<file path="src/rtl/bus_arbiter_pkg.sv">
// Shared bus definitions for the two-master arbiter: widths, burst default,
// FSM state encodings and the per-master request bundle.
package bus_arbiter_pkg;

  localparam int BUS_ADDR_W    = 8;
  localparam int BUS_DATA_W    = 32;
  localparam int BURST_MAX_DEF = 16;

  // Arbiter FSM encodings; the state register is one bit wide.
  localparam logic [0:0] ST_M0_GRANT = 1'b0;
  localparam logic [0:0] ST_M1_GRANT = 1'b1;

  // One master's view of the shared bus.
  typedef struct packed {
    logic                  req;
    logic                  wr;
    logic [BUS_ADDR_W-1:0] addr;
    logic [BUS_DATA_W-1:0] dout;
  } bus_req_t;

  // A read is active only when the bus is requested and not writing.
  function automatic logic is_read(input logic req, input logic wr);
    return req & ~wr;
  endfunction

endpackage

</file>
<file path="src/rtl/bus_arbiter_if.sv">
// Bus bundle shared by both masters, the arbiter and the slave side.
//
// Handshake: a master holds req high for as long as it wants the bus and
// may drive wr/address/dout only while its grant is high. Grants are
// registered, so a master raising req sees its grant at the earliest on
// the following cycle; exactly one grant is high in every cycle. Read data
// on m_din belongs to the read that was on the bus one cycle earlier.
interface bus_arbiter_if;
  import bus_arbiter_pkg::*;

  // Master 0 (host) and master 1 (DMAC) requests.
  logic                  m0_req;
  logic                  m0_wr;
  logic [BUS_ADDR_W-1:0] m0_address;
  logic [BUS_DATA_W-1:0] m0_dout;
  logic                  m1_req;
  logic                  m1_wr;
  logic [BUS_ADDR_W-1:0] m1_address;
  logic [BUS_DATA_W-1:0] m1_dout;

  // Ownership and the muxed bus toward the decoder and slaves.
  logic                  m0_grant;
  logic                  m1_grant;
  logic                  m_req;
  logic                  m_wr;
  logic [BUS_ADDR_W-1:0] m_address;
  logic [BUS_DATA_W-1:0] m_dout;

  // Decoder selects, slave read data and steered return data.
  logic                  s0_sel;
  logic                  s1_sel;
  logic                  s2_sel;
  logic                  s3_sel;
  logic [BUS_DATA_W-1:0] s0_dout;
  logic [BUS_DATA_W-1:0] s1_dout;
  logic [BUS_DATA_W-1:0] s2_dout;
  logic [BUS_DATA_W-1:0] s3_dout;
  logic [BUS_DATA_W-1:0] m_din;

  // Current arbiter FSM state, for observation only.
  logic [0:0]            dbg_state;

  // The arbiter masters the shared bus: it drives grants, m_* and m_din.
  modport master (
    input  m0_req, m0_wr, m0_address, m0_dout,
    input  m1_req, m1_wr, m1_address, m1_dout,
    input  s0_sel, s1_sel, s2_sel, s3_sel,
    input  s0_dout, s1_dout, s2_dout, s3_dout,
    output m0_grant, m1_grant,
    output m_req, m_wr, m_address, m_dout,
    output m_din, dbg_state
  );

  // The surrounding system: requesting masters, decoder and slaves.
  modport slave (
    output m0_req, m0_wr, m0_address, m0_dout,
    output m1_req, m1_wr, m1_address, m1_dout,
    output s0_sel, s1_sel, s2_sel, s3_sel,
    output s0_dout, s1_dout, s2_dout, s3_dout,
    input  m0_grant, m1_grant,
    input  m_req, m_wr, m_address, m_dout,
    input  m_din, dbg_state
  );

endinterface

</file>
<file path="src/rtl/bus_rd_mux.sv">
// Read-data steering: registers which slave answered a bus read and
// returns that slave's data one cycle later.
module bus_rd_mux
  import bus_arbiter_pkg::*;
(
  input  logic                  clk,
  input  logic                  reset,
  input  logic                  m_req_i,
  input  logic                  m_wr_i,
  input  logic [3:0]            sel_i,
  input  logic [BUS_DATA_W-1:0] s0_dout_i,
  input  logic [BUS_DATA_W-1:0] s1_dout_i,
  input  logic [BUS_DATA_W-1:0] s2_dout_i,
  input  logic [BUS_DATA_W-1:0] s3_dout_i,
  output logic [BUS_DATA_W-1:0] m_din_o
);

  logic [3:0] rsel_q;
  logic [3:0] rsel_d;

  // Only a live read leaves a slave selected for the data return.
  always_comb begin
    rsel_d = sel_i & {4{is_read(m_req_i, m_wr_i)}};
  end

  // Capture the read select every cycle; reset drops any pending return.
  always_ff @(posedge clk) begin
    if (reset) begin
      rsel_q <= 4'b0000;
    end else begin
      rsel_q <= rsel_d;
    end
  end

  // Steer exactly one slave; zero or several selects return zero.
  always_comb begin
    m_din_o = '0;
    case (rsel_q)
      4'b0001: m_din_o = s0_dout_i;
      4'b0010: m_din_o = s1_dout_i;
      4'b0100: m_din_o = s2_dout_i;
      4'b1000: m_din_o = s3_dout_i;
      default: m_din_o = '0;
    endcase
  end

endmodule

</file>
<file path="src/rtl/bus_arbiter.sv">
// Two-master bus arbiter. Master 0 (host) owns the bus by default; master 1
// (DMAC) gets it when M0 is idle and keeps it for at most BURST_MAX cycles
// of M0 waiting. Also muxes the owner's signals onto the shared bus and
// returns slave read data through bus_rd_mux.
module bus_arbiter
  import bus_arbiter_pkg::*;
#(
  parameter int BURST_MAX = BURST_MAX_DEF
) (
  input  logic          clk,
  input  logic          reset,
  bus_arbiter_if.master bus
);

  localparam int CNT_W = (BURST_MAX > 1) ? $clog2(BURST_MAX) : 1;
  localparam logic [CNT_W-1:0] CNT_LAST = CNT_W'(BURST_MAX - 1);

  logic [0:0]       state_q;
  logic [0:0]       state_d;
  logic [CNT_W-1:0] burst_q;
  logic [CNT_W-1:0] burst_d;

  bus_req_t m0_bus;
  bus_req_t m1_bus;
  bus_req_t own_bus;

  assign m0_bus = '{req: bus.m0_req, wr: bus.m0_wr,
                    addr: bus.m0_address, dout: bus.m0_dout};
  assign m1_bus = '{req: bus.m1_req, wr: bus.m1_wr,
                    addr: bus.m1_address, dout: bus.m1_dout};

  // Next-state: M0 wins ties; M1 yields when done or its burst is used up.
  always_comb begin
    state_d = state_q;
    case (state_q)
      ST_M0_GRANT: begin
        if (!bus.m0_req && bus.m1_req) begin
          state_d = ST_M1_GRANT;
        end
      end
      ST_M1_GRANT: begin
        if (!bus.m1_req) begin
          state_d = ST_M0_GRANT;
        end else if (bus.m0_req && (burst_q == CNT_LAST)) begin
          state_d = ST_M0_GRANT;
        end
      end
      default: state_d = ST_M0_GRANT;
    endcase
  end

  // Burst counter: counts M1 cycles during which M0 is waiting, holds while
  // M0 is idle, saturates, and restarts from zero on every new M1 tenure.
  always_comb begin
    burst_d = burst_q;
    if (state_q == ST_M0_GRANT || state_d == ST_M0_GRANT) begin
      burst_d = '0;
    end else if (bus.m0_req && (burst_q != CNT_LAST)) begin
      burst_d = burst_q + 1'b1;
    end
  end

  // State and counter registers; reset returns ownership to M0.
  always_ff @(posedge clk) begin
    if (reset) begin
      state_q <= ST_M0_GRANT;
      burst_q <= '0;
    end else begin
      state_q <= state_d;
      burst_q <= burst_d;
    end
  end

  // Moore grants and the owner's signals on the shared bus.
  always_comb begin
    own_bus = (state_q == ST_M1_GRANT) ? m1_bus : m0_bus;
  end

  assign bus.m0_grant  = (state_q == ST_M0_GRANT);
  assign bus.m1_grant  = (state_q == ST_M1_GRANT);
  assign bus.m_req     = own_bus.req;
  assign bus.m_wr      = own_bus.req & own_bus.wr;
  assign bus.m_address = own_bus.addr;
  assign bus.m_dout    = own_bus.dout;
  assign bus.dbg_state = state_q;

  bus_rd_mux u_rd_mux (
    .clk       (clk),
    .reset     (reset),
    .m_req_i   (bus.m_req),
    .m_wr_i    (bus.m_wr),
    .sel_i     ({bus.s3_sel, bus.s2_sel, bus.s1_sel, bus.s0_sel}),
    .s0_dout_i (bus.s0_dout),
    .s1_dout_i (bus.s1_dout),
    .s2_dout_i (bus.s2_dout),
    .s3_dout_i (bus.s3_dout),
    .m_din_o   (bus.m_din)
  );

endmodule

</file>
<file path="src/flat_wrapper.sv">
// flat-port wrapper written by rule: the top's interface ports become plain ports
module bus_arbiter_flat import bus_arbiter_pkg::*;
#(
  parameter int BURST_MAX = BURST_MAX_DEF
)
  (clk, reset, bus_m0_req, bus_m0_wr, bus_m0_address, bus_m0_dout, bus_m1_req, bus_m1_wr, bus_m1_address, bus_m1_dout, bus_s0_sel, bus_s1_sel, bus_s2_sel, bus_s3_sel, bus_s0_dout, bus_s1_dout, bus_s2_dout, bus_s3_dout, bus_m0_grant, bus_m1_grant, bus_m_req, bus_m_wr, bus_m_address, bus_m_dout, bus_m_din, bus_dbg_state);
  bus_arbiter_if bus_i ();
  input  logic clk;
  input  logic reset;
  input wire logic [$bits(bus_i.m0_req)-1:0] bus_m0_req;
  input wire logic [$bits(bus_i.m0_wr)-1:0] bus_m0_wr;
  input wire logic [$bits(bus_i.m0_address)-1:0] bus_m0_address;
  input wire logic [$bits(bus_i.m0_dout)-1:0] bus_m0_dout;
  input wire logic [$bits(bus_i.m1_req)-1:0] bus_m1_req;
  input wire logic [$bits(bus_i.m1_wr)-1:0] bus_m1_wr;
  input wire logic [$bits(bus_i.m1_address)-1:0] bus_m1_address;
  input wire logic [$bits(bus_i.m1_dout)-1:0] bus_m1_dout;
  input wire logic [$bits(bus_i.s0_sel)-1:0] bus_s0_sel;
  input wire logic [$bits(bus_i.s1_sel)-1:0] bus_s1_sel;
  input wire logic [$bits(bus_i.s2_sel)-1:0] bus_s2_sel;
  input wire logic [$bits(bus_i.s3_sel)-1:0] bus_s3_sel;
  input wire logic [$bits(bus_i.s0_dout)-1:0] bus_s0_dout;
  input wire logic [$bits(bus_i.s1_dout)-1:0] bus_s1_dout;
  input wire logic [$bits(bus_i.s2_dout)-1:0] bus_s2_dout;
  input wire logic [$bits(bus_i.s3_dout)-1:0] bus_s3_dout;
  output wire logic [$bits(bus_i.m0_grant)-1:0] bus_m0_grant;
  output wire logic [$bits(bus_i.m1_grant)-1:0] bus_m1_grant;
  output wire logic [$bits(bus_i.m_req)-1:0] bus_m_req;
  output wire logic [$bits(bus_i.m_wr)-1:0] bus_m_wr;
  output wire logic [$bits(bus_i.m_address)-1:0] bus_m_address;
  output wire logic [$bits(bus_i.m_dout)-1:0] bus_m_dout;
  output wire logic [$bits(bus_i.m_din)-1:0] bus_m_din;
  output wire logic [$bits(bus_i.dbg_state)-1:0] bus_dbg_state;
  assign bus_i.m0_req = bus_m0_req;
  assign bus_i.m0_wr = bus_m0_wr;
  assign bus_i.m0_address = bus_m0_address;
  assign bus_i.m0_dout = bus_m0_dout;
  assign bus_i.m1_req = bus_m1_req;
  assign bus_i.m1_wr = bus_m1_wr;
  assign bus_i.m1_address = bus_m1_address;
  assign bus_i.m1_dout = bus_m1_dout;
  assign bus_i.s0_sel = bus_s0_sel;
  assign bus_i.s1_sel = bus_s1_sel;
  assign bus_i.s2_sel = bus_s2_sel;
  assign bus_i.s3_sel = bus_s3_sel;
  assign bus_i.s0_dout = bus_s0_dout;
  assign bus_i.s1_dout = bus_s1_dout;
  assign bus_i.s2_dout = bus_s2_dout;
  assign bus_i.s3_dout = bus_s3_dout;
  assign bus_m0_grant = bus_i.m0_grant;
  assign bus_m1_grant = bus_i.m1_grant;
  assign bus_m_req = bus_i.m_req;
  assign bus_m_wr = bus_i.m_wr;
  assign bus_m_address = bus_i.m_address;
  assign bus_m_dout = bus_i.m_dout;
  assign bus_m_din = bus_i.m_din;
  assign bus_dbg_state = bus_i.dbg_state;
  bus_arbiter #(.BURST_MAX(BURST_MAX)) u_core (.clk(clk), .reset(reset), .bus(bus_i));
endmodule
</file>
<file path="config.mk">
export PLATFORM = sky130hd
export DESIGN_NAME = bus_arbiter_flat
export DESIGN_NICKNAME = d
export VERILOG_FILES = /design/src/rtl/bus_arbiter_pkg.sv /design/src/rtl/bus_arbiter_if.sv /design/src/rtl/bus_rd_mux.sv /design/src/rtl/bus_arbiter.sv /design/src/flat_wrapper.sv
export SDC_FILE = /design/constraint.sdc
export NUM_CORES = 1
export LEC_CHECK = 0
export ABC_CLOCK_PERIOD_IN_PS = 3400
export BUFFER_PORTS_ARGS = -buffer_cell sky130_fd_sc_hd__buf_2
export CAP_MARGIN = 10
export CORE_AREA = 2 2 114 116
export CTS_CLUSTER_DIAMETER = 60
export DETAILED_ROUTE_END_ITERATION = 8
export DIE_AREA = 0 0 116 118
export SLEW_MARGIN = 20
export SYNTH_ARGS = -nofsm -noshare
export SYNTH_HDL_FRONTEND = slang
export SYNTH_SLANG_ARGS = --single-unit
</file>
<file path="constraint.sdc">
create_clock -name clk -period 3.4 [get_ports clk]
set_clock_uncertainty 0.1 [all_clocks]
set_input_delay 0.34 -clock clk [delete_from_list [all_inputs] [get_ports clk]]
set_output_delay 0.34 -clock clk [all_outputs]
set_load 0.05 [all_outputs]
</file>
# [After elaboration in Yosys (flattened, before gate mapping)]
# Cells that the tools add are included.
[totals] register_bits=9 out_inout_bits=77
[op_classes] n_addsub=1 eq_ne=6 n_mux=6 bitwise_logic=6 n_reduce_logical=6
[op_table] operator="32-bit case mux with 4 select lines" count=1
[op_table] operator="42-bit 2-to-1 mux" count=1
[op_table] operator="4-bit equality test, second input constant" count=2
[op_table] operator="4-bit by 1-bit adder with 4-bit output, second input constant" count=1
[op_table] operator="4-bit bitwise AND" count=1
[op_table] operator="4-bit by 1-bit equality test with 1-bit output, second input constant" count=1
[op_table] operator="4-bit by 2-bit equality test with 1-bit output, second input constant" count=1
[op_table] operator="4-bit by 3-bit equality test with 1-bit output, second input constant" count=1
[op_table] operator="4-bit != test, second input constant" count=1
[op_table] operator="1-bit logical AND" count=3
[op_table] operator="1-bit 2-to-1 mux" count=3
[op_table] operator="1-bit NOT" count=3
[op_table] operator="1-bit bitwise AND" count=2
[op_table] operator="1-bit case mux with 2 select lines" count=1
[op_table] operator="2-bit OR reduction" count=1
[op_table] operator="1-bit zero test" count=1
[op_table] operator="1-bit logical OR" count=1

# [Depth between registers and ports, before layout]
# Gate-level depths: netlist of the first run.
[depth] word_depth=8 ltp_mapped=5 mapped_depth_nobuf=4

# [Hierarchy]
# Synthesis of the first run repeated with hierarchy kept, for this count alone.
[unflattened] cells_unflattened=203 hier_area_um2=1948.1
[by_module_without_submodules] mod="bus_rd_mux" n_inst=1 cells_each=127 area_per_inst_um2=1178.6 seq_area_each_um2=80.1
[by_module_without_submodules] mod="bus_arbiter" n_inst=1 cells_each=76 area_per_inst_um2=769.5 seq_area_each_um2=100.1

# [Worst setup path after synthesis of the first run]
# OpenSTA, ideal clock, no wires.
[synth_path] kind="flip-flop to output port" startpoint="register u_core.u_rd_mux.rsel_q[2]" endpoint="output port bus_m_din[25]" arrival_ns=1.921 slack_ns=1.039 path_stages_with_launch=5 path_buffers=1 path_cell_list="dfxtp_1 nor2b_1 clkbuf_2 a22oi_1 o21ai_0"
[synth_via] elab_chain_len=2
[synth_lines] item="start, declared" line_no="bus_rd_mux.sv:18" text="logic [3:0] rsel_q;"
[synth_lines] item="start signal, assigned" line_no="bus_rd_mux.sv:31" text="rsel_q <= rsel_d;"
[synth_lines] item="4-bit equality test, or another cell as far along" line_no="bus_rd_mux.sv:38" text="case (rsel_q)"
[synth_lines] item="32-bit case mux with 4 select lines *" line_no="bus_rd_mux.sv:38"
[synth_lines] item="end, declared" line_no="flat_wrapper.sv:32" text="output wire logic [$bits(bus_i.m_din)-1:0] bus_m_din;"
# Mark *: on every way between the ends. The rest lies on a longest branch, timed or not.

# [Final worst setup path of the first run]
# Ends and elaborated chain as after synthesis.

==> run_results.csv, run 1 <==
group,metric,value,unit
synth,synth_most_common_cell,"a22oi_1",
sta,finalSetupTns,0,ns
power_and_ir_drop,sw_frac_of_total,46.94,%
die,io_pins,295,
die,die_h,118,um
clock_tree,postCtsSetupBuffers,0,
sta,min_period,2.432,ns
power_and_ir_drop,power_density,255.8,nW/um^2
synth,syn_nets,425,
synth,synthCells,206,
global_routing,grt_usage,11.26,%
worst_setup_path,setup.worst_path.start_class,"register",
worst_setup_path,slowest_delay,0.46,ns
clock_tree,tritoncts,"built",
clock_tree,ctsResizeCount,0,
cells_and_area,final_net_count,704,
worst_setup_path,end_kind,"output port",
sta,final_max_slew_viol_count,0,
placed_design,io_buffers,294,
cells_and_area,antenna_cells,0,
hold_path,hp-class,"in2reg",
power_and_ir_drop,power.share.clock,24.3,%
power_and_ir_drop,peakVddDrop,0.1809,mV
sta,rsz0062_at_grt,"no",
synth,synth_top_area_cell,"a22oi_1",
routing,ant_nets,0,
clock_tree,cts_buffers,3,
power_and_ir_drop,p_switching,400.7,uW
worst_setup_path,crit_fanout,32,
clock_tree,clk_latency,0.23,ns
sta,slew-limit-headroom,35.80,%
sta,worst_pin_slew,0.9630,ns
global_routing,antenna_found_initial,1,
synth,yosys_warnings,0,
placed_design,gp_congestion,0.8151,
cells_and_area,drive_above_1_share,72.31,%
global_routing,grt_pass1_wl,12590,um
power_and_ir_drop,cellLeakagePower,0.001678,uW
synth,ys.flop_type,"dfxtp_1",
synth,netlist_area,1692,sq um
synth,syn_area_per_cell,8.212,sq um
run,drv_cap,0,
worst_setup_path,reg2reg_from,"u_core.bus.dbg_state",
die,initial_utilization,13.63,%
synth,synth_edf_count,0,
cells_and_area,fillers,1431,
cells_and_area,synthToLayoutAreaGrowth,97.26,%
cells_and_area,fin_cells,656,
global_routing,overflow,0,
synth,synth_top_area_share,28.40,%
worst_setup_path,critPathKind,"reg2out",
die,core_area,12410,sq um
clock_tree,clockBufferDepth,2,
power_and_ir_drop,combPwrFrac,61.8,%
sta,setup_violations,0,
power_and_ir_drop,share_seq_of_total_power,14.0,%
worst_setup_path,crit_arrival,1.99,ns
die,rows,41,
synth,yosys_register_bits,9,
routing,initialDrtViolationCount,146,
placed_design,dp.cells,652,
power_and_ir_drop,power.internal,452.9,uW
worst_setup_path,ff2ff_setup_slack,1.65,ns
routing,dr.pass1.iters,4,
synth,yosysUniqueCellTypes,25,
die,fp.dieW,116,um
routing,viasPerCell,4.290,
routing,route.detailed.drc,0,
worst_setup_path,worst-endpoint-required,2.96,ns
sta,finalHoldViolCount,0,
synth,synthTopCellsByArea,"a22oi_1, mux2_2, dfxtp_1, o21ai_1, buf_6",
clock_tree,clk_pin_slew_worst_paths,0.04,ns
synth,synthTopCellsByCount,"a22oi_1, mux2_2, o21ai_1, buf_2, dfxtp_1",
clock_tree,cts_root_buffer,"clkbuf_16",
die,dieArea,13690,sq um
cells_and_area,fin_util,26.88,%
placed_design,dp_hpwl,7497,um
status,status,"finished clean",
clock_tree,cts_sinks,9,
sta,finalCritPeriodShare,71.53,%
global_routing,grt_pass1_vias,2705,
sta,fmax,0.4112,GHz
worst_setup_path,crit_path_start,"u_core.u_rd_mux.rsel_q[2]",
worst_setup_path,crit_slowest_cell,"dfxtp_1",
worst_setup_path,path_cells,"nor2b_2, buf_4, a22oi_1, o21ai_0, buf_2",
routing,routed_wl,8839,um
routing,vias,2814,
power_and_ir_drop,finalPower,853.6,uW
hold_path,hold_start,"bus_s3_sel",
clock_tree,cts_hold_buf,0,
synth,ys_seq_area_share,10.65,%
routing,wl_per_cell,13.47,um
clock_tree,h-tree-depth,1,
global_routing,grt_max_degree,49,
synth,async_reset_ff_share,0,%
[metrics by stage]
stage	area [sq um]	hold slack, ns	setup WS, ns
6_report	3337	0.2258	0.9680
5_1_grt	3337	0.2433	0.8066
4_1_cts	3337	0.2240	0.9294
3_5_place_dp	3258	0.3825	1.183
3_3_place_gp	3258	0.3772	1.170
2_1_floorplan	1692	0.3563	1.039
[cells in the final DEF (no fill, tap or decap)]
master | Yosys | final
ha_1 | 1 | 1
clkbuf_1 | 3 | 1
a21oi_1 | 6 | 6
nor2_1 | 1 | 1
or3_1 | 1 | 1
nand2_1 | 4 | 4
o21ai_0 | 3 | 3
a22oi_1 | 64 | 64
xor2_1 | 1 | 1
nand3b_1 | 2 | 2
buf_4 | 1 | 4
nor4b_4 | 2 | 2
nand2b_1 | 3 | 3
or2_2 | 2 | 2
buf_2 | 13 | 294
and2_1 | 5 | 5
nand3_1 | 2 | 2
dfxtp_2 | 0 | 1
dfxtp_1 | 9 | 8
mux2_2 | 42 | 42
clkbuf_16 | 0 | 3
o21ai_1 | 30 | 30
nor2b_2 | 0 | 2
or3b_1 | 1 | 1
inv_1 | 1 | 1
[cell families (layout without fill, tap and decap cells)]
group	after synthesis	in the layout	share of synthesized area, %
XOR/XNOR	1	1	0.5178
buffers and inverters	25	303	9.467
AO/OA/AOI/OAI	103	103	39.94
multiplexers	42	42	27.96
adder cells (fa/ha/maj)	1	1	0.7395
AND/OR/NAND/NOR	25	25	10.72
flip-flops	9	9	10.65
[worst paths after layout]
check	endpoint	cells past startpoint
min reg2reg	u_core.burst_q[3]	2
max	bus_m_din[25]	5
min	u_core.u_rd_mux.rsel_q[3]	2
max reg2reg	u_core.burst_q[3]	3
[area by class of cell]
type                            count  area [sq um]  share of cell area [%]
Tap cell                          172         215.2                   6.449
Multi-Input combinational cell    172          1356                   40.64
Sequential cell                     9         181.4                   5.437
Clock buffer                        4         78.83                   2.362
Inverter                            1         3.754                  0.1125
Timing Repair Buffer              298          1501                   44.99
[critical path, delay by kind of cell, from the launching register on]
kind,cells,cell delay [ns]
and+or+nand+nor,1,0.19
AOI/OAI and AO/OA,2,0.42
buffers and inverters,2,0.66
DFF,1,0.46
[per-layer routing]
metal  GRT usage (%)  share of wire [%]
met5               0                  0
met4          0.9673               0.50
met3           1.751                 11
met2           23.57                 53
met1           11.72                 36
[state kept, by name, summed over array words and instances, names as in the netlist]
register / cells
u_core.u_rd_mux.rsel_q: 4
u_core.burst_q: 4
u_core.bus.dbg_state: 1
[power groups by stage]
| stage | registers, uW | logic (uW) | clock network [uW] |
|---|---|---|---|
| after floorplan | 114 | 343 | 0 |
| after global placement | 121 | 528 | 0 |
| after detailed placement | 121 | 529 | 0 |
| after CTS | 120 | 531 | 210 |
| after global routing | 121 | 558 | 216 |
| final | 119 | 527 | 207 |
Power figures use the tool's default switching activity.
==> run 2: changes to the inputs <==
- ABC_CLOCK_PERIOD_IN_PS: 3400 -> 2100
- clock period: 3.4 -> 2.1 ns (I/O delays scaled with it)
==> run 2 against run 1 <==
Non-clock buffer count is 2 higher. Critical path depth unchanged. Cell count increased by 0.46%. Combinational power grew 68%. First-iteration DRC count down 58%. Critical endpoint is now bus_m_din[17].
==> run_results.csv, run 2 (synthesized netlist as in run 1, its figures left out) <==
group,metric,value,unit
sta,min_period,2.025,ns
die,core_area,12410,sq um
worst_setup_path,cp.depth,5,
hold_path,hp-class,"in2reg",
worst_setup_path,reg2regPathDepth,4,
routing,initialDrtViolationCount,61,
cells_and_area,mostFrequentLayoutCells,"buf_2, a22oi_1, mux2_2, o21ai_1, dfxtp_1",
power_and_ir_drop,cellLeakagePower,0.001702,uW
placed_design,dp_hpwl,7882,um
clock_tree,cts_root_buffer,"clkbuf_16",
worst_setup_path,crit_slowest_cell,"dfxtp_1",
routing,route.met2.wl,4595,um
global_routing,antenna_found_initial,1,
sta,final_max_slew_viol_count,0,
worst_setup_path,end_kind,"output port",
sta,finalCritPeriodShare,96.45,%
hold_path,min_path_cells,2,
routing,wl_met1,3532,um
die,fp.dieW,116,um
sta,fmax,0.4937,GHz
routing,viasPerCell,4.296,
cells_and_area,fin_util,27.61,%
placed_design,gp_congestion,0.7449,
clock_tree,clockBufferDepth,2,
die,die_h,118,um
power_and_ir_drop,peakVddDrop,0.2280,mV
sta,slew-limit-headroom,57.77,%
routing,vias,2831,
worst_setup_path,crit_fanout,31,
worst_setup_path,cp_num_buf_inv,2,
cells_and_area,drive_above_1_share,72.43,%
sta,rsz0062_at_grt,"yes",
global_routing,grt_max_degree,44,
routing,ant_nets,0,
worst_setup_path,critPathKind,"reg2out",
routing,dr.pass1.iters,5,
power_and_ir_drop,finalPower,1402,uW
worst_setup_path,setup.worst_path.start_class,"register",
sta,worst_pin_slew,0.6334,ns
worst_setup_path,crit_arrival,1.72,ns
clock_tree,cts_buffers,3,
routing,routed-wl-met3,986,um
global_routing,grt_pass1_wl,12770,um
cells_and_area,final_net_count,706,
routing,route.detailed.drc,0,
routing,wl_per_cell,13.86,um
clock_tree,postCtsSetupBuffers,0,
worst_setup_path,worst-endpoint-required,1.79,ns
die,dieArea,13690,sq um
cells_and_area,synthToLayoutAreaGrowth,102.6,%
placed_design,io_buffers,294,
worst_setup_path,path_cells,"nor2b_2, buf_12, a22oi_1, o21ai_1, clkbuf_4",
sta,finalHoldViolCount,0,
global_routing,grt_usage,11.58,%
cells_and_area,layout_commonest_cell,"buf_2",
die,io_pins,295,
clock_tree,cts_hold_buf,0,
status,status,"finished clean",
global_routing,overflow,0,
clock_tree,tritoncts,"built",
global_routing,grt_pass1_vias,2610,
cells_and_area,fillers,1427,
sta,setup_violations,0,
power_and_ir_drop,power_density,409.2,nW/um^2
run,drv_cap,0,
clock_tree,cts_sinks,9,
die,initial_utilization,13.63,%
sta,finalSetupTns,0,ns
routing,routed_wl,9132,um
die,rows,41,
clock_tree,h-tree-depth,1,
routing,top_layer,"met4",
cells_and_area,final-seq-area,181.4,sq um
clock_tree,clk_pin_slew_worst_paths,0.04,ns
clock_tree,clk_latency,0.23,ns
worst_setup_path,slowest_delay,0.45,ns
cells_and_area,multi_input_area,1356,sq um
worst_setup_path,cp_top_family,"buffers and inverters",
## run 2: worst paths after layout
kind,startpoint,to,slack [ns]
max,u_core.u_rd_mux.rsel_q[2],bus_m_din[17],0.07
min,bus_s0_sel,u_core.u_rd_mux.rsel_q[0],0.07
max reg2reg,u_core.bus.dbg_state,u_core.burst_q[3],0.70
min reg2reg,u_core.burst_q[3],u_core.burst_q[3],0.39
## run 2: final cells by class
class / instances / area share (%)
Clock buffer: 4 / 2.300
Multi-Input combinational cell: 172 / 39.58
Timing Repair Buffer: 300 / 46.37
Antenna cell: 1 / 0.07302
Tap cell: 172 / 6.280
Sequential cell: 9 / 5.294
Inverter: 1 / 0.1095
## run 2: through the flow
step	area (sq um)	worst slack (ns)	hold WS, ns	cells
floorplan	1692	0.07108	0.2317	206
global placement	3336	0.3191	0.3183	654
detailed placement	3336	0.2864	0.3156	654
CTS	3415	0.02920	0.07293	658
global route	3427	-0.01017	0.08614	659
finish	3427	0.07464	0.07340	659
## run 2: timing repair
item | CTS | global route
resized for setup | 0 | 4
endpoints found under the hold margin | 0 | 0
setup endpoints to repair | 0 | 4
## run 2: power breakdown
part,internal [uW],switching (uW)
clock network,253,79.8
registers,176,6.12
logic,316,571
## run 2: routing by layer
metal	vias to the layer above	track usage (%)
met4	0	1.935
met3	2	1.751
met2	196	22.19
met5	-	0
li1	1377	-
met1	1256	13.43
==> run 3: changes to the inputs <==
- ABC_AREA: unset -> 1
- CORE_AREA: 2 2 114 116 -> 2 2 115 117
- DIE_AREA: 0 0 116 118 -> 0 0 117 119
==> run 3 against run 2 <==
Critical path depth stayed put. Via count is 33% higher. Routed wire length is 13% higher. Sequential power hardly changed. Flip-flop and latch count stayed put. Critical endpoint is now bus_m_din[28]. Final area is 9.7% higher. Fmax is 5.0% higher. Synthesized area is 20% higher. First-iteration DRC count is 150% higher. Critical path type unchanged.
==> run_results.csv, run 3 <==
group,metric,value,unit
status,status,"finished clean",
sta,finalSetupTns,0,ns
hold_path,hp-class,"in2reg",
sta,final_max_slew_viol_count,0,
power_and_ir_drop,p_switching,769.0,uW
die,fp.dieW,117,um
worst_setup_path,critPathKind,"reg2out",
sta,rsz0062_at_grt,"no",
placed_design,gp_congestion,0.7888,
sta,min_period,1.929,ns
cells_and_area,layout_commonest_cell,"buf_2",
clock_tree,clk_pin_slew_worst_paths,0.04,ns
synth,synth_edf_count,0,
worst_setup_path,crit_arrival,1.62,ns
synth,ys_seq_area_share,8.878,%
synth,ys.flop_type,"dfxtp_1",
global_routing,grt_max_degree,65,
synth,synth_most_common_cell,"nand2_1",
clock_tree,postCtsSetupBuffers,0,
clock_tree,clk_latency,0.23,ns
synth,async_reset_ff_share,0,%
clock_tree,tritoncts,"built",
synth,synth_top_area_share,24.97,%
sta,worst_pin_slew,0.3013,ns
power_and_ir_drop,share_seq_of_total_power,12.0,%
power_and_ir_drop,power.internal,734.5,uW
power_and_ir_drop,sw_frac_of_total,51.15,%
routing,initialDrtViolationCount,151,
synth,netlist_area,2029,sq um
worst_setup_path,ff2ff_setup_slack,0.73,ns
routing,route.detailed.drc,0,
worst_setup_path,crit_slowest_cell,"dfxtp_1",
worst_setup_path,cp.depth,5,
worst_setup_path,cp_num_buf_inv,3,
power_and_ir_drop,combPwrFrac,65.5,%
routing,viasPerCell,4.546,
synth,yosys_warnings,0,
synth,syn_nets,600,
worst_setup_path,crit_fanout,19,
sta,finalHoldViolCount,0,
power_and_ir_drop,peakVddDrop,0.2397,mV
worst_setup_path,cpMostUsedCell,"nand4_1",
global_routing,grt_pass1_vias,3269,
placed_design,io_buffers,294,
worst_setup_path,cp_top_family,"buffers and inverters",
sta,fmax,0.5184,GHz
synth,yosysUniqueCellTypes,24,
synth,synthTopCellsByArea,"nand2_1, nand3_1, nand4_1, dfxtp_1, buf_2",
clock_tree,h-tree-depth,1,
run,drv_cap,0,
clock_tree,cts_sinks,9,
routing,ant_nets,0,
routing,vias,3778,
power_and_ir_drop,power_density,399.8,nW/um^2
die,core_area,12870,sq um
routing,routed_wl,10290,um
cells_and_area,mostFrequentLayoutCells,"buf_2, nand2_1, nand3_1, nand4_1",
die,io_pins,295,
global_routing,grt_usage,12.85,%
cells_and_area,fin_util,29.21,%
synth,yosys_register_bits,9,
global_routing,overflow,0,
power_and_ir_drop,cellLeakagePower,0.002101,uW
global_routing,antenna_found_initial,1,
worst_setup_path,reg2reg_from,"u_core.burst_q[0]",
synth,synthCells,381,
global_routing,grt_pass1_wl,14600,um
worst_setup_path,end_kind,"output port",
cells_and_area,synthToLayoutAreaGrowth,85.33,%
cells_and_area,drive_above_1_share,50.61,%
sta,slew-limit-headroom,79.88,%
clock_tree,cts_root_buffer,"clkbuf_16",
die,rows,42,
worst_setup_path,reg2regPathDepth,5,
synth,syn_area_per_cell,5.327,sq um
worst_setup_path,path_cells,"inv_2, buf_4, nand4_1, nand4_1, buf_2",
worst_setup_path,worst-endpoint-required,1.79,ns
sta,finalCritPeriodShare,91.85,%
clock_tree,cts_buffers,3,
sta,setup_violations,0,
routing,wl_per_cell,12.38,um
cells_and_area,final_net_count,874,
worst_setup_path,critPathCapture,"bus_m_din[28]",
clock_tree,cts_hold_buf,0,
placed_design,dp_hpwl,8414,um
worst_setup_path,setup.worst_path.start_class,"register",
die,die_h,119,um
synth,synthTopCellsByCount,"nand2_1, nand3_1, nand4_1, buf_2, clkbuf_1",
worst_setup_path,crit_path_start,"u_core.u_rd_mux.rsel_q[0]",
worst_setup_path,r2r-end,"u_core.burst_q[0]",
worst_setup_path,slowest_delay,0.33,ns
synth,synth_top_area_cell,"nand2_1",
clock_tree,clockBufferDepth,2,
power_and_ir_drop,power.share.clock,22.4,%
die,dieArea,13920,sq um
clock_tree,ctsResizeCount,0,
routing,dr.pass1.iters,4,
die,initial_utilization,15.76,%
run 3: cell count changes in the layout (fill, tap and decap cells not counted), moves of 6 or more:
cell     delta
a22oi_1    -64
buf_4       +7
inv_2       +6
mux2_2     -42
nand2_1   +131
nand3_1    +97
nand4_1    +67
o21ai_1    -32
run 3: cells by family after synthesis:
logic type      share of synthesized area (%)
simple gates                            76.20
flops                                   8.878
buf+inv                                 11.84
fa+ha+maj                              0.6164
compound gates                          2.466
run 3: how the worst min path moves through the flow:
stage / startpoint / to / slack (ns) / cells past startpoint
final: reset / u_core.bus.dbg_state / 0.05 / 2
after global routing: reset / u_core.bus.dbg_state / 0.05 / 2
after CTS: reset / u_core.bus.dbg_state / 0.04 / 2
after detailed placement: reset / u_core.bus.dbg_state / 0.29 / 2
after global placement: reset / u_core.bus.dbg_state / 0.28 / 2
after floorplan: reset / u_core.bus.dbg_state / 0.18 / 1
run 3: area by class of cell:
cell class / count / area [sq um]
diodes: 1 / 2.502
clock buffers: 4 / 78.83
fillers: 1476 / 9114
inverters: 10 / 37.54
multi-input cells: 324 / 1609
flip-flops and latches: 9 / 181.4
well taps: 176 / 220.2
repair buffers: 307 / 1632
run 3: layer usage:
| layer | vias up | share of wire, % | GRT usage [%] |
|---|---|---|---|
| li1 | 1894 | - | - |
| met1 | 1655 | 38 | 12.91 |
| met2 | 218 | 52 | 26.81 |
| met3 | 11 | 9.7 | 2.646 |
| met4 | 0 | 0.83 | 1.471 |
| met5 | - | 0 | 0 |
run 3: stage by stage:
stage,hold WS (ns),cell area [sq um],setup slack [ns],std cells,power [uW]
after global routing,0.05060,3759,0.06201,830,1594
after CTS,0.03993,3759,0.1665,830,1521
final,0.04737,3761,0.1711,831,1504
after global placement,0.2786,3680,0.3948,826,1168
after floorplan,0.1791,2029,0.09433,381,808.7
after detailed placement,0.2871,3680,0.4229,826,1170
run 3: power groups by stage:
stage / combinational, uW / clock (uW) / sequential (uW)
2_1_floorplan: 623 / 0 / 186
3_3_place_gp: 984 / 0 / 184
3_5_place_dp: 986 / 0 / 184
4_1_cts: 989 / 351 / 181
5_1_grt: 1050 / 358 / 182
6_report: 985 / 337 / 181
run 3: worst reg2reg max path: stages, from the launching register on:
cell	delay (ns)
dfxtp_1	0.32
ha_1	0.24
nand3_1	0.18
nand2_1	0.13
or2_1	0.22
a21oi_1	0.11
